--- config.mk ---
export PLATFORM = sky130hd
export DESIGN_NAME = dl_skid_buf
export DESIGN_NICKNAME = d
export VERILOG_FILES = /design/src/rtl/dl_pkg.sv /design/src/rtl/dl_skid_buf.sv
export SDC_FILE = /design/constraint.sdc
export NUM_CORES = 1
export LEC_CHECK = 0
export BUFFER_PORTS_ARGS = -buffer_cell sky130_fd_sc_hd__buf_2
export CAP_MARGIN = 20
export CORE_MARGIN = 5
export CORE_UTILIZATION = 45
export CTS_BUF_LIST = sky130_fd_sc_hd__clkbuf_8
export DETAILED_ROUTE_END_ITERATION = 10
export PLACE_DENSITY_LB_ADDON = 0.3
export SYNTH_ARGS = -nofsm -noshare
export SYNTH_HDL_FRONTEND = slang
export SYNTH_SLANG_ARGS = --single-unit
--- constraint.sdc ---
create_clock -name clk -period 1.9 [get_ports clk]
set_input_delay 0.285 -clock clk [delete_from_list [all_inputs] [get_ports clk]]
set_output_delay 0.285 -clock clk [all_outputs]
set_load 0.05 [all_outputs]
--- src/rtl/dl_pkg.sv ---
// dl_pkg: shared types for the dl skid buffer
package dl_pkg;
  typedef enum logic [1:0] {
    EMPTY = 2'd0,
    ONE   = 2'd1,
    FULL  = 2'd2
  } dl_skid_state_t;
endpackage

--- src/rtl/dl_skid_buf.sv ---
// dl_skid_buf: two-entry ready/valid skid buffer with registered in_ready and flush
module dl_skid_buf
  import dl_pkg::*;
#(
  parameter int                  NUM_BITS = 32,
  parameter logic [NUM_BITS-1:0] RST_VAL  = '0
) (
  input  logic                clk,
  input  logic                rst_n,
  input  logic                flush,
  input  logic                in_valid,
  output logic                in_ready,
  input  logic [NUM_BITS-1:0] in_data,
  output logic                out_valid,
  input  logic                out_ready,
  output logic [NUM_BITS-1:0] out_data,
  output logic [1:0]          count
);
  dl_skid_state_t state, state_nxt;
  logic [NUM_BITS-1:0] main_q, skid_q, main_nxt;
  logic in_fire, out_fire, clear, state_en, main_en, skid_en;
  assign in_ready  = state != FULL;
  assign out_valid = state != EMPTY;
  assign out_data  = main_q;
  assign count     = state;
  assign in_fire   = in_valid & in_ready;
  assign out_fire  = out_valid & out_ready;
  assign clear     = !rst_n | flush;
  always_comb begin
    state_nxt = state == EMPTY ? (in_fire ? ONE : EMPTY) :
                state == FULL  ? (out_fire ? ONE : FULL) :
                in_fire & !out_fire ? FULL :
                !in_fire & out_fire ? EMPTY : ONE;
    state_en  = state_nxt != state;
    main_en   = state == FULL ? out_fire : state == EMPTY ? in_fire : in_fire & out_fire;
    main_nxt  = state == FULL ? skid_q : in_data;
    skid_en   = state == ONE & in_fire & !out_fire;
  end
  always_ff @(posedge clk)
    if (clear) state <= EMPTY;
    else if (state_en) state <= state_nxt;
  always_ff @(posedge clk)
    if (clear) main_q <= RST_VAL;
    else if (main_en) main_q <= main_nxt;
  always_ff @(posedge clk)
    if (clear) skid_q <= RST_VAL;
    else if (skid_en) skid_q <= in_data;
endmodule

# ---- After elaboration in Yosys (flattened, before gate mapping)
# Cells that the tools add are included.
dict set report op_classes {
  n_addsub 0
  eq_ne 4
  n_reduce_logical 5
  order_cmp 0
  n_bitwise 8
  mux 9
  shifts 0
  multipliers 0
  n_div 0
}
# op n
set op_table {}
lappend op_table {{32-bit 2-to-1 mux} 1}
lappend op_table {{2-bit 2-to-1 mux} 4}
lappend op_table {{1-bit AND} 7}
lappend op_table {{1-bit 2-to-1 mux} 4}
lappend op_table {{1-bit zero test} 3}
lappend op_table {{2-bit by 1-bit equality test with 1-bit output, second input constant} 1}
lappend op_table {{2-bit equality test, second input constant} 1}
lappend op_table {{2-bit zero test} 1}
lappend op_table {{2-bit inequality test} 1}
lappend op_table {{2-bit inequality test, second input constant} 1}
lappend op_table {{2-bit nonzero test} 1}
lappend op_table {{1-bit OR} 1}
dict set report totals {
  mem_bits_rw 0
  mem_count 0
  reg_bits 66
  out_inout_bits 36
  wordCells 29
  latch_bits 0
  romBits 0
}

# ---- Logic depth before layout (Yosys ltp)
dict set report logic_depth {
  ltp_word 9
  depth_mapped 6
  ltp_nobuf 3
}

# ---- Worst setup path before layout
# No wires, ideal clock.
dict set report synth_timing {
  path_type {flip-flop to flip-flop}
  startpoint {reg state[0] (netlist: count[0])}
  endpoint {reg main_q[6] (netlist: out_data[6])}
  path_slack_ns 0.054
  setup_time_ns 0.134
  path_stages_with_launch 6
  arrival_time_ns 1.713
  period_less_slack_ns 1.846
  required_ns 1.766
  cell_sequence {dfxtp_1 > nand2b_1 > buf_4 > buf_2 > mux2i_1 > a211oi_2}
}
dict set report synth_between {
  elab_chain_len 5
  word_cells_on_any_way 10
  classes_between {eq/ne (2); mux (3); bitwise (3); reduce/logical (2)}
}
# item line
set synth_rtl {}
lappend synth_rtl {{from (decl)} dl_skid_buf.sv:19} ;# dl_skid_state_t state, state_nxt;
lappend synth_rtl {{from (signal assigned)} dl_skid_buf.sv:41} ;# else if (state_en) state <= state_nxt;
lappend synth_rtl {{2-bit inequality test *} dl_skid_buf.sv:22} ;# assign in_ready = state != FULL;
lappend synth_rtl {{via in_ready} dl_skid_buf.sv:12} ;# output logic in_ready,
lappend synth_rtl {{1-bit AND *} dl_skid_buf.sv:26} ;# assign in_fire = in_valid & in_ready;
lappend synth_rtl {{1-bit AND} dl_skid_buf.sv:35} ;# main_en = state == FULL ? out_fire : state == EMPTY ? in_fire : in_fire & out_fire;
lappend synth_rtl {{1-bit 2-to-1 mux * (2 in a row)} dl_skid_buf.sv:35}
lappend synth_rtl {{to (signal assigned)} dl_skid_buf.sv:44} ;# else if (main_en) main_q <= main_nxt;
lappend synth_rtl {{to (decl)} dl_skid_buf.sv:20} ;# logic [NUM_BITS-1:0] main_q, skid_q, main_nxt;
# Mark *: on every way through the listed nets, which the timed path passes. The rest lies on a longest branch.
# A chain may end at the register's enable or synchronous reset.

# ---- Final worst setup path
dict set report layout_timing {
  startpoint {reg state[1] (netlist: count[1])}
  endpoint {reg state[0] (netlist: count[0])}
}
dict set report layout_between {
  elab_chain_len 9
  word_cells_on_any_way 17
  classes_between {eq/ne (3); mux (6); bitwise (4); reduce/logical (4)}
}
# item line
set layout_rtl {}
lappend layout_rtl {{2-bit inequality test} dl_skid_buf.sv:22}
lappend layout_rtl {{1-bit AND} dl_skid_buf.sv:26}
lappend layout_rtl {{1-bit zero test} dl_skid_buf.sv:33} ;# !in_fire & out_fire ? EMPTY : ONE;
lappend layout_rtl {{1-bit AND} dl_skid_buf.sv:33}
lappend layout_rtl {{1-bit 2-to-1 mux} dl_skid_buf.sv:33}
lappend layout_rtl {{2-bit 2-to-1 mux} dl_skid_buf.sv:32} ;# in_fire & !out_fire ? FULL :
lappend layout_rtl {{2-bit 2-to-1 mux} dl_skid_buf.sv:31} ;# state == FULL ? (out_fire ? ONE : FULL) :
lappend layout_rtl {{2-bit 2-to-1 mux} dl_skid_buf.sv:30} ;# state_nxt = state == EMPTY ? (in_fire ? ONE : EMPTY) :
lappend layout_rtl {{2-bit inequality test} dl_skid_buf.sv:34} ;# state_en = state_nxt != state;
# Parallel ways exist; a longest one is shown, timed or not.

==> impl_metrics.env <==
export IMPL_fin_crit_sh=0.9358
export IMPL_hold_viol=0
export IMPL_p_int_w=0.002074
export IMPL_clk_latency_ns=0.35
export IMPL_coreArea_um2=6422
export IMPL_placed_cell_area_um2=3431
export IMPL_place_gp_congestion=0.7323
export IMPL_synth_edf_count=0
export IMPL_place_ws_ns=0.1439
export IMPL_postSynthCellCount=308
export IMPL_drive_above_1_share=0.3619
export IMPL_cts_max_level=3
export IMPL_vdd_ir_drop_max_v=0.0004596
export IMPL_outcome="completed"
export IMPL_synth_warnings=0
export IMPL_fin_setup_tns_ns=0
export IMPL_ys_async_sr_fraction=0
export IMPL_max_freq_mhz=562.4
export IMPL_max_cap_violations=0
export IMPL_p_sw_frac=0.3002
export IMPL_drt_initial_drc_count=150
export IMPL_post_drt_wl_per_cell_um=16.48
export IMPL_holdBufCountCts=0
export IMPL_setup_viol=0
export IMPL_ys_seq_elements=66
export IMPL_p_seq_frac=0.490
export IMPL_port_buffers=72
export IMPL_grtUsageTotal=0.1781
export IMPL_cts_sinks=66
export IMPL_via_per_inst=5.669
export IMPL_switching_power_w=0.0008896
export IMPL_overflow=0
export IMPL_postCtsSetupRepairBufs=0
export IMPL_antenna_found_initial=0
export IMPL_synth_nets=345
export IMPL_design_area_um2=3595
export IMPL_drv_slew=0
export IMPL_initial_core_util=0.4683
export IMPL_finalClockSkew_ns=0.005137
export IMPL_whs_ns=0.1789
export IMPL_die_y_um=91.76
export IMPL_cts_buffer_depth=2
export IMPL_critPathMaxFanout=33
export IMPL_clockRootBuffer="clkbuf_8"
export IMPL_cts_tree="yes"
export IMPL_path_clk_slew_ns=0.07
export IMPL_cp_required_ns=2.15
export IMPL_comb_power_share=0.171
export IMPL_synthFlopType="dfxtp_1"
export IMPL_rsz0062_at_grt="false"
export IMPL_power_leakage_nw=1.576
export IMPL_cts_buffers=9
export IMPL_crit_type="flip-flop to flip-flop"
export IMPL_num_antenna_cells=0
export IMPL_hpwl_um=4831
export IMPL_syn_to_final_growth_pct=19.51
export IMPL_vias=2551
export IMPL_critPathArrivalTime_ns=2.02
export IMPL_rows=29
export IMPL_min_period_ns=1.778
export IMPL_grt_pass1_wl_um=12050
export IMPL_setup_ws_ns=0.1220
export IMPL_syn_area_per_cell_um2=9.766
export IMPL_ys_types=21
export IMPL_dieArea_um2=8419
export IMPL_ios=73
export IMPL_relSlewSlack=0.6513
export IMPL_power_density_nw_per_um2=824.4
export IMPL_grt_pass1_vias=2421
export IMPL_synth_seq_area_share=0.4393
export IMPL_grt_max_degree=38
export IMPL_die_w_um=91.76
export IMPL_min_path_type="input pin to flip-flop"
export IMPL_mostFrequentLayoutCell="buf_2"
export IMPL_worstMarginPinSlew_ns=0.5230
export IMPL_worstSetupStartpointType="flip-flop"
export IMPL_wl_um=7418
export IMPL_ant_nets=0
export IMPL_cts_resized=0
export IMPL_final_cell_mix="buf_2, dfxtp_1, nand2_1"
export IMPL_fill_cells=586
export IMPL_drc=0
export IMPL_p_clk_frac=0.339
export IMPL_synth_cell_area_um2=3008
export IMPL_drt_pass1_iter_count=4
export IMPL_nNetsFinal=405
export IMPL_end_kind="flip-flop"
-- cell type report --
class                      count  area, µm²  share of cell area
multi-input combinational    205       1526              0.4246
sequential                    66       1321              0.3676
timing repair buffer          85      483.0              0.1344
clock buffer                  10      137.6             0.03829
tap                           77      96.34             0.02680
clock inverter                 6      26.28            0.007309
inverter                       1      3.754            0.001044
-- path summary, 6_finish.rpt --
kind / slack [ns] / to / start / cells after the start
setup / recovery: 0.12 / count[0]$_SDFFE_PP0P_ / count[1]$_SDFFE_PP0P_ / 3
hold / removal: 0.18 / skid_q[12]$_SDFFE_PP0P_ / in_data[12] / 3
setup reg to reg: 0.12 / count[0]$_SDFFE_PP0P_ / count[1]$_SDFFE_PP0P_ / 3
hold reg to reg: 0.45 / skid_q[28]$_SDFFE_PP0P_ / skid_q[28]$_SDFFE_PP0P_ / 2
-- critical path, stage by stage (launching register included) --
cell     delay (ns)
dfxtp_1        0.49
mux2_4         0.47
a22o_4         0.45
o21a_1         0.25
-- synth_stat cells (2+ instances only) --
master | count | area, µm²
a211oi_1 | 2 | 15.01
a211oi_2 | 30 | 375.4
a21oi_1 | 33 | 165.2
a221oi_1 | 32 | 280.3
buf_2 | 11 | 55.05
buf_4 | 2 | 15.01
buf_6 | 4 | 45.04
clkbuf_1 | 19 | 71.32
dfxtp_1 | 66 | 1321
mux2i_1 | 32 | 320.3
nand2_1 | 65 | 244.0
nand2b_1 | 2 | 12.51
nor3_1 | 2 | 10.01
-- power by group through the flow --
stage          clock (W)  combinational (W)  sequential (W)
6_report         0.00100           0.000508         0.00145
5_1_grt          0.00109           0.000543         0.00146
3_3_place_gp           0           0.000503         0.00148
2_1_floorplan          0           0.000249         0.00161
4_1_cts          0.00102           0.000511         0.00145
3_5_place_dp           0           0.000509         0.00148
-- registers in the layout, summed over array words and instances (netlist names) --
| register | count |
|---|---|
| out_data | 32 |
| skid_q | 32 |
| count | 2 |
-- kinds of logic (layout without fill, tap and decap cells) --
family,count (synthesis),count (layout),synth area share
multiplexers,33,33,0.1115
AND/OR/NAND/NOR,73,73,0.09983
AO/OA/AOI/OAI,99,99,0.2862
flip-flops,66,66,0.4393
buffers and inverters,37,102,0.06322
-- metrics by stage --
stage / instances / util / power [W]
after floorplan: 308 / - / 0.001856
after global placement: 434 / 0.5342 / 0.001986
after CTS: 450 / 0.5597 / 0.002979
after detailed placement: 434 / 0.5342 / 0.001991
after global routing: 450 / 0.5597 / 0.003093
final: 450 / 0.5597 / 0.002963
-- layer usage --
metal,routed length [µm],part of all wire,vias up,global-route usage
li1,-,-,1254,-
met1,3267,0.44,1234,0.2189
met2,3626,0.49,53,0.2915
met3,405,0.055,10,0.05646
met4,119,0.016,0,0.06931
met5,0,0,-,0
(Power assumes the default switching activity.)
